--- src/rtl/product_accumulator.sv ---
// Sums COUNT unsigned 8-bit products per frame and hands the sum off through a ready/valid port.
// Optional macro ACC_SAT_EN makes the accumulator saturate on overflow instead of wrapping.
module product_accumulator #(
   parameter int ACC_W = 12,
   parameter int COUNT = 4
) (
   input  logic             clk,
   input  logic             rst_n,
   input  logic [7:0]       p_in,
   input  logic             in_valid,
   output logic             in_ready,
   input  logic             clear,
   output logic [ACC_W-1:0] sum_out,
   output logic             out_valid,
   input  logic             out_ready,
   output logic             overflow
);

   // state | meaning
   // ACC   | accepting products into the running frame sum
   // OUT   | holding the completed sum until the consumer takes it
   typedef enum logic {ACC, OUT} state_t;

   localparam int          AW1  = ACC_W + 1;
   localparam logic [4:0]  LAST = 5'(COUNT - 1);

   state_t           state, state_nxt;
   logic [ACC_W-1:0] acc, acc_nxt, sum_q;
   logic [4:0]       cnt;
   logic             ovf;
   logic             accept, last, carry, handoff;
   logic [ACC_W:0]   add;

   always_ff @(posedge clk) begin
      if (!rst_n) state <= ACC;
      else        state <= state_nxt;
   end

   always_comb begin
      state_nxt = state;
      in_ready  = 1'b0;
      out_valid = 1'b0;
      accept    = 1'b0;
      last      = 1'b0;
      handoff   = 1'b0;
      case (state)
         ACC: begin
            in_ready = 1'b1;
            accept   = in_valid;
            last     = in_valid && (cnt == LAST);
            if (last) state_nxt = OUT;
         end
         OUT: begin
            out_valid = 1'b1;
            handoff   = out_ready;
            if (out_ready) state_nxt = ACC;
         end
         default: state_nxt = ACC;
      endcase
      if (clear) state_nxt = ACC;
   end

   always_comb begin
      add   = {1'b0, acc} + AW1'(p_in);
      carry = add[ACC_W];
`ifdef ACC_SAT_EN
      acc_nxt = carry ? '1 : add[ACC_W-1:0];
`else
      acc_nxt = add[ACC_W-1:0];
`endif
   end

   // sum_out survives clear; it is only meaningful while out_valid is high
   always_ff @(posedge clk) begin
      if (!rst_n) begin
         acc   <= '0;
         cnt   <= '0;
         ovf   <= 1'b0;
         sum_q <= '0;
      end else if (clear) begin
         acc <= '0;
         cnt <= '0;
         ovf <= 1'b0;
      end else if (accept) begin
         acc <= acc_nxt;
         ovf <= ovf | carry;
         if (last) begin
            cnt   <= '0;
            sum_q <= acc_nxt;
         end else begin
            cnt <= cnt + 5'd1;
         end
      end else if (handoff) begin
         acc <= '0;
         ovf <= 1'b0;
      end
   end

   assign sum_out  = sum_q;
   assign overflow = ovf;

endmodule

--- config.mk ---
export PLATFORM = sky130hd
export DESIGN_NAME = product_accumulator
export DESIGN_NICKNAME = d
export VERILOG_FILES = /design/src/rtl/product_accumulator.sv
export SDC_FILE = /design/constraint.sdc
export NUM_CORES = 1
export LEC_CHECK = 0
export CAP_MARGIN = 5
export CORE_MARGIN = 2
export CORE_UTILIZATION = 52
export DETAILED_ROUTE_END_ITERATION = 6
export HOLD_SLACK_MARGIN = 0.15
export PLACE_DENSITY_LB_ADDON = 0.2
export SLEW_MARGIN = 20
export SYNTH_ARGS = -nofsm -noshare
export SYNTH_HDL_FRONTEND = slang
export SYNTH_SLANG_ARGS = --single-unit
export TNS_END_PERCENT = 5
--- constraint.sdc ---
create_clock -name clk -period 2.7 [get_ports clk]
set_input_delay 0.54 -clock clk [delete_from_list [all_inputs] [get_ports clk]]
set_output_delay 0.54 -clock clk [all_outputs]
set_load 0.02 [all_outputs]
Yosys cells after proc, flatten, opt, wreduce, memory -nomap -nowiden --
Index checks and enable logic that the tools add are counted.
Word-level totals: logic and storage cells 29, flip-flop bits (word level) 31
Cells by class: bitwise logic cells 4, $add $sub $neg 2, muxes and demuxes 13, reduce and logical (&&, ||, !) cells 4, eq/ne operators 1
Operator list (count):
- $mux 12 | 2
- $add 12x8->13 | 1
- $mux 1 | 9
- $add 5x1->5 const B | 1
- $eq 5x2->1 const B | 1
- $mux 5 | 1
- $not 1->1 | 3
- $reduce_and 3->1 | 1
- $pmux 1 s2 | 1
- $reduce_bool 2->1 | 1
- $reduce_or 2->1 | 1
- $logic_and 1x1->1 | 1
- $or 1x1->1 | 1

Depth between registers and ports, before layout --
Gate-level depths: netlist of the first run.
depth after elaboration 4, mapped depth 7, gate-level depth less buffers 7

Least setup slack after synthesis of the first run --
No wires, ideal clock.
path type input port to flip-flop, start input p_in[0], end register acc[8], data arrival time 2.126 ns, required time 2.619 ns, path slack 0.493 ns, path buffers 0, stages on the path 7, cell sequence ha_1 fa_1 a211oi_1 o21ai_0 a21boi_1 a211oi_1 nor3b_1
Between the ends: cells in the longest elaborated chain, start to end 2
RTL lines:
- start: declaration | RTL line 9 | input logic [7:0] p_in,
- $add 12x8->13 | RTL line 64 | add = {1'b0, acc} + AW1'(p_in);
- $mux 12 | RTL line 84 | end else if (accept) begin
- end signal: assignment | RTL line 85 | acc <= acc_nxt;
- end: declaration | RTL line 28 | logic [ACC_W-1:0] acc, acc_nxt, sum_q;
No other way between the ends. A chain may end at the register's enable or synchronous reset.

Worst setup path in the final report of the first run --
Same ends and word-level chain as after synthesis.

==> results of run 1 <==
==> cells in the mapped netlist (all sizes together) (2+ instances only) <==
| library cell | count | area share |
|---|---|---|
| xor2 | 6 | 0.032 |
| nor3b | 2 | 0.0092 |
| clkbuf | 7 | 0.016 |
| nand2 | 25 | 0.057 |
| ha | 9 | 0.069 |
| o211ai | 2 | 0.0092 |
| inv | 5 | 0.011 |
| o2111ai | 3 | 0.016 |
| buf | 3 | 0.0084 |
| a22oi | 6 | 0.028 |
| nor3 | 5 | 0.018 |
| a31oi | 4 | 0.015 |
| or3 | 3 | 0.011 |
| dfxtp | 31 | 0.38 |
| a211o | 2 | 0.011 |
| nor2 | 13 | 0.034 |
| xnor2 | 2 | 0.011 |
| nand3 | 9 | 0.028 |
| a211oi | 2 | 0.0092 |
| a21oi | 14 | 0.043 |
| o21ai | 9 | 0.028 |
| nand4 | 7 | 0.027 |
| a21o | 6 | 0.028 |
| a21boi | 7 | 0.032 |
==> cell type report <==
type                            count  area (um2)  share of cell area
Multi-Input combinational cell    148       957.2              0.4711
Sequential cell                    31       620.6              0.3054
Timing Repair Buffer               35       330.3              0.1626
Tap cell                           44       55.05             0.02709
Clock buffer                        7       45.04             0.02217
Inverter                            5       18.77            0.009236
Clock inverter                      1       5.005            0.002463
==> metal layers <==
layer  wire length [um]  GRT usage
met5                  0          0
met4                 45    0.09524
met3                222    0.06061
met2               1810     0.4053
met1               1687     0.3008
==> through the flow <==
step | util | cells | hold WS (ns) | instance area [um2]
after floorplan | - | 194 | 0.4492 | 1633
after global placement | 0.6533 | 263 | 0.4498 | 1978
after detailed placement | 0.6533 | 263 | 0.4671 | 1978
after CTS | 0.6698 | 271 | 0.4803 | 2028
after global routing | 0.6711 | 271 | 0.5040 | 2032
final | 0.6711 | 271 | 0.4743 | 2032
==> worst max-delay path by stage <==
| stage | end | slack (ns) |
|---|---|---|
| global placement | acc[8] | -0.03 |
| CTS | acc[8] | 0.18 |
| global route | sum_out[6] | 0.10 |
| finish | acc[8] | 0.25 |
| floorplan | acc[8] | 0.49 |
| detailed placement | acc[8] | -0.16 |
==> registers in the layout, summed over array words and instances, names as in the netlist <==
| signal | flops |
|---|---|
| acc | 12 |
| sum_out | 12 |
| cnt | 5 |
| overflow | 1 |
| state | 1 |
==> timing repair <==
item,CTS,global route
gates resized for setup,0,1
setup buffers,0,0
endpoints found under the hold margin,0,0
setup endpoints to repair,0,1
==> tightest hold or removal path: cells and delay by family, from the launching register on <==
kind	cells	cell delay (ns)
flip-flops	1	0.32
AO/OA/AOI/OAI	1	0.07
AND/OR/NAND/NOR	1	0.05
==> layout by cell type (no fill, tap or decap), types with 2 or more instances in the layout <==
master,count
nand3_1,9
nor3_1,4
a22oi_1,6
ha_1,9
clkdlybuf4s50_1,27
dfxtp_1,31
nor2_1,12
o21ai_0,9
nor3b_1,2
a211oi_1,2
a21boi_0,6
o2111ai_1,3
a21oi_1,14
a21o_1,6
buf_4,8
xor2_1,6
clkbuf_1,2
nand4_1,7
o211ai_1,2
clkbuf_4,5
nand2_1,25
inv_1,5
a31oi_1,4
or3_1,3
xnor2_1,2
a211o_1,2
==> cell families after synthesis <==
logic type | Yosys count | share of synthesized area
buffers and inverters | 15 | 0.03602
AND/OR/NAND/NOR | 72 | 0.2245
flip-flops | 31 | 0.3801
AO/OA/AOI/OAI | 58 | 0.2352
adder cells (fa/ha/maj) | 10 | 0.08123
XOR/XNOR | 8 | 0.04291
==> power by group <==
part	total (mW)	internal, mW	switching, mW
Sequential	0.468	0.463	0.00446
Clock	0.256	0.101	0.154
Combinational	0.121	0.0536	0.0671
Total	0.844	0.618	0.226
==> out/qor.txt, run 1 <==
Sink Count -> 31
status -> completed
DRT iter0 DRCs -> 87
Crit path depth -> 8
drt drc -> 0
highest clock rate -> 407.8 MHz
share of cells above drive strength 1 -> 0.07930
synth warn -> 0
htree depth -> 2
die area -> 0.003604 mm2
Mapped Nets -> 217
Cells after Synth -> 194
Worst-path clk slew -> 0.09 ns
antenna diode count -> 0
Die W -> 60.04 um
drt first pass iters -> 4
R2R Path End -> acc[8]
clk_lat worst skew -> 0.33 ns
routability cong. -> 0.8462
Nets -> 249
Seq cells post-synth -> 31
dominant synthesized flop cell -> dfxtp_1
min-delay src -> sum_out[4]
Die H -> 60.04 um
Final WS setup -> 0.2480 ns
crit-path most repeated cell -> a211oi_1
final hold vios -> 0
first-pass GRT wire length -> 6.582 mm
FF-to-FF path depth -> 7
pins over their slew limit -> 0
worst-case clock buffer depth -> 2
Final Skew -> 0.004377 ns
Fillers -> 273
crit path time final -> 2.452 ns
kind of end point of the critical path -> flop
total wire length -> 3.766 mm
GR Util All Layers -> 0.2437
max_cap viols -> 0
WP data required -> 2.95 ns
Post-CTS Hold Buffers -> 0
slowest stage delay, CP -> 0.42 ns
Hold Crit Class -> reg2reg
TritonCTS clock tree -> done
setup TNS -> 0 ns
register area share after synthesis -> 0.3801
worst path arrival time -> 2.70 ns
row count -> 20
Routed Antenna Nets -> 0
RSZ-0062 raised after global routing -> false
core box area -> 0.003028 mm2
Post-synth EDFFs -> 0
mean post-synth cell area -> 8.417 um2
CP max-delay cell -> clkdlybuf4s50_1
Relative slew margins -> 0.6814
class of the most critical setup path -> in2reg
hold path depth -> 2
Setup crit start -> p_in[0]
CP Launch Type -> input pin
Worst Hold End -> sum_out[4]
number of I/O pins -> 28
vias in the first global route -> 1478
pre-CTS setup slack -> -0.1595 ns
maximum vdd drop -> 0.0002432 V
FF-to-FF setup slack -> 0.58 ns
CP delay by family, top -> compound AO/OA/AOI/OAI gates
post-detail-place hpwl -> 2.787 mm
LEAKAGE -> 0.7826 nW
GRT Residual Overflow -> 0
RR Startpoint -> acc[0]
routed len/inst -> 13.90 um
Tcrit/Tclk final -> 0.9082
# port buffers -> 27
pin count of the biggest net entering global routing -> 19
Cell variety after synth -> 40
setup violators final -> 0
initial antenna violation count -> 0
asr flop ratio synth -> 0
Slew @ Worst Pin -> 0.4778 ns
area grow syn2layout -> 24.44%
Worst Path Buf+Inv -> 1
Starting Density -> 0.5393
Num CTS Buffers -> 5
via count -> 1561
critical path peak fanout -> 5
Power Density -> 415.3 mW/mm2
synthesized area -> 0.001633 mm2
critical-path cell list -> clkdlybuf4s50_1 > ha_1 > fa_1 > a211oi_1 > o21ai_0 > a21boi_2 > a211oi_1 > nor3b_1
vias per cell -> 5.760
Overall Power -> 0.8439 mW
CTS root buf -> clkbuf_4
Power figures use the tool's default switching activity.
==> inputs of run 2 (changes only) <==
Settings changed: CORE_UTILIZATION 52 to 58, CTS_BUF_LIST from default to sky130_fd_sc_hd__clkbuf_4 sky130_fd_sc_hd__clkbuf_8.
Clock period 2.7 ns to 2.9 ns, I/O delays scaled along.
==> run 2 against run 1 <==
Compared with the run above: register-to-register slack improved by 0.05 ns; non-clock buffer count decreased by 2; worst setup slack improved by 0.021 ns; largest cell class unchanged; cell area decreased by 0.62%; total power increased by 0.51%.
==> out/qor.txt, run 2 (synthesis gave the netlist of run 1 again) <==
setup bufs post-CTS -> 0 (unchanged)
Reg area -> 620.6 um2 (unchanged)
core box area -> 0.002710 mm2 (-10%)
setup violators final -> 0 (unchanged)
Final Skew -> 0.01031 ns (+0.005935 ns)
power share of the clock group -> 0.356 (+0.053)
drt drc -> 0 (unchanged)
slowest stage delay, CP -> 0.42 ns (about the same)
CP Launch Type -> input pin
vias in the first global route -> 1445 (-2.2%)
status -> completed
LEAKAGE -> 0.7842 nW (+0.19%)
met2 Usage GRT -> 0.4236 (+0.01837)
first-pass GRT wire length -> 6.451 mm (-2.0%)
Tcrit/Tclk final -> 0.9073
antenna diode count -> 0 (unchanged)
CP max-delay cell -> clkdlybuf4s50_1
cts repair resizes -> 0 (unchanged)
post-detail-place hpwl -> 2.773 mm (-0.50%)
GR Util All Layers -> 0.2570 (+0.01324)
hold path depth -> 2 (unchanged)
pins over their slew limit -> 0 (unchanged)
kind of end point of the critical path -> flop
sequential share of power -> 0.513 (-0.041)
CTS root buf -> clkbuf_4
combinational share of power -> 0.130 (-0.013)
Post-CTS Hold Buffers -> 0 (unchanged)
GR Util met1 -> 0.3144 (+0.01356)
Die H -> 57.06 um (-5.0%)
pin count of the biggest net entering global routing -> 20 (+1)
Starting Density -> 0.6025 (+0.06324)
Int Pwr -> 0.6317 mW (+2.2%)
pre-CTS setup slack -> 0.005671 ns (+0.1651 ns)
routability cong. -> 0.9182 (+8.5%)
RSZ-0062 raised after global routing -> false
Num CTS Buffers -> 5 (unchanged)
crit path time final -> 2.631 ns
crit-path most repeated cell -> a211oi_1
die area -> 0.003256 mm2 (-9.7%)
htree depth -> 2 (unchanged)
GRT Residual Overflow -> 0 (unchanged)
Slew @ Worst Pin -> 0.6610 ns (+0.1831 ns)
number of I/O pins -> 28 (unchanged)
critical path peak fanout -> 5 (unchanged)
commonest non-fill, non-tap cell in the layout -> dfxtp_1
WP data required -> 3.15 ns (+0.20 ns)
clk_lat worst skew -> 0.34 ns (about the same)
maximum vdd drop -> 0.0004270 V (+76%)
multi-input logic area -> 953.4 um2 (-0.39%)
Psw -> 0.2165 mW (-4.1%)
share of cells above drive strength 1 -> 0.07556 (-0.003740)
Sink Count -> 31 (unchanged)
commonest cells after routing, fill and taps aside -> 31 x dfxtp_1, 27 x clkdlybuf4s50_1, 25 x nand2_1
Relative slew margins -> 0.5583 (-0.1232)
# port buffers -> 27 (unchanged)
area grow syn2layout -> 23.68%
FF-to-FF path depth -> 7 (unchanged)
grt met3 use -> 0.07029 (+0.009689)
via count -> 1560 (-0.064%)
final hold vios -> 0 (unchanged)
Die W -> 57.06 um (-5.0%)
max_cap viols -> 0 (unchanged)
worst path arrival time -> 2.88 ns (+0.18 ns)
row count -> 19 (-5.0%)
initial antenna violation count -> 0 (unchanged)
worst-case clock buffer depth -> 2 (unchanged)
class of the most critical setup path -> in2reg
Nets -> 247 (-0.80%)
TritonCTS clock tree -> done
hold slack -> 0.4675 ns (-0.006766 ns)
drt first pass iters -> 4 (unchanged)
Power Density -> 420.0 mW/mm2 (+1.1%)
critical-path cell list -> clkdlybuf4s50_1 > ha_1 > fa_1 > a211oi_1 > o21ai_0 > a21boi_1 > a211oi_1 > nor3b_1
routed len/inst -> 15.03 um (+8.1%)
switching share of power -> 0.2553 (-0.01240)
Final WS setup -> 0.2689 ns (+0.02090 ns)
setup TNS -> 0 ns (unchanged)
vias per cell -> 6.094 (+5.8%)
Fillers -> 224 (-18%)
highest clock rate -> 380.1 MHz
total wire length -> 3.847 mm (+2.2%)
Hold Crit Class -> reg2reg
GR peak layer -> met2
Worst-path clk slew -> 0.10 ns (about the same)
Routed Antenna Nets -> 0 (unchanged)
DRT iter0 DRCs -> 86 (-1.1%)
## run 2: cell count changes in the layout (fill, tap and decap cells not counted), sizes merged
cell    change
clkinv      -1
clkbuf      +1
buf         -2
## run 2: power groups by stage
stage / clock network (mW) / registers (mW) / logic, mW
2_1_floorplan: 0 / 0.444 / 0.0696
3_3_place_gp: 0 / 0.445 / 0.104
3_5_place_dp: 0 / 0.445 / 0.108
4_1_cts: 0.308 / 0.435 / 0.109
5_1_grt: 0.322 / 0.436 / 0.121
6_report: 0.302 / 0.435 / 0.111
## run 2: path summary, 6_finish.rpt
path         slack, ns         end        from
min               0.47  sum_out[1]  sum_out[1]
max reg2reg       0.63      acc[8]      acc[0]
max               0.27      acc[8]     p_in[0]
min reg2reg       0.47  sum_out[1]  sum_out[1]
## run 2: layer usage
metal | vias up | wire (um)
li1 | 769 | -
met1 | 725 | 1671
met2 | 57 | 1812
met3 | 9 | 286
met4 | 0 | 76
met5 | - | 0
## run 2: worst max-delay path, delay by kind of cell
kind                       cells  cell delay (ns)
AOI/OAI and AO/OA              4             1.02
buffers and inverters          1             0.42
and+or+nand+nor                1             0.22
adders and majority gates      2             0.65
## run 2: per-stage QoR
| stage | std cells | util | total power, mW | cell area [um2] |
|---|---|---|---|---|
| after CTS | 256 | 0.7452 | 0.8520 | 2019 |
| final | 256 | 0.7452 | 0.8483 | 2019 |
| after detailed placement | 248 | 0.7184 | 0.5530 | 1947 |
| after global placement | 248 | 0.7184 | 0.5491 | 1947 |
| after floorplan | 194 | - | 0.5139 | 1633 |
| after global routing | 256 | 0.7452 | 0.8787 | 2019 |
## run 2: cell type report
type,instances,share of cell area
flip-flops and latches,31,0.3073
inverters,5,0.009294
repair buffers,33,0.1561
clock buffers,8,0.03594
well taps,31,0.01921
multi-input cells,148,0.4721
==> inputs of run 3 (changes only) <==
Settings changed: CAP_MARGIN 5 to 10.
==> results of run 3 <==
Final layout, timing and power as in run 2 (identical DEF).
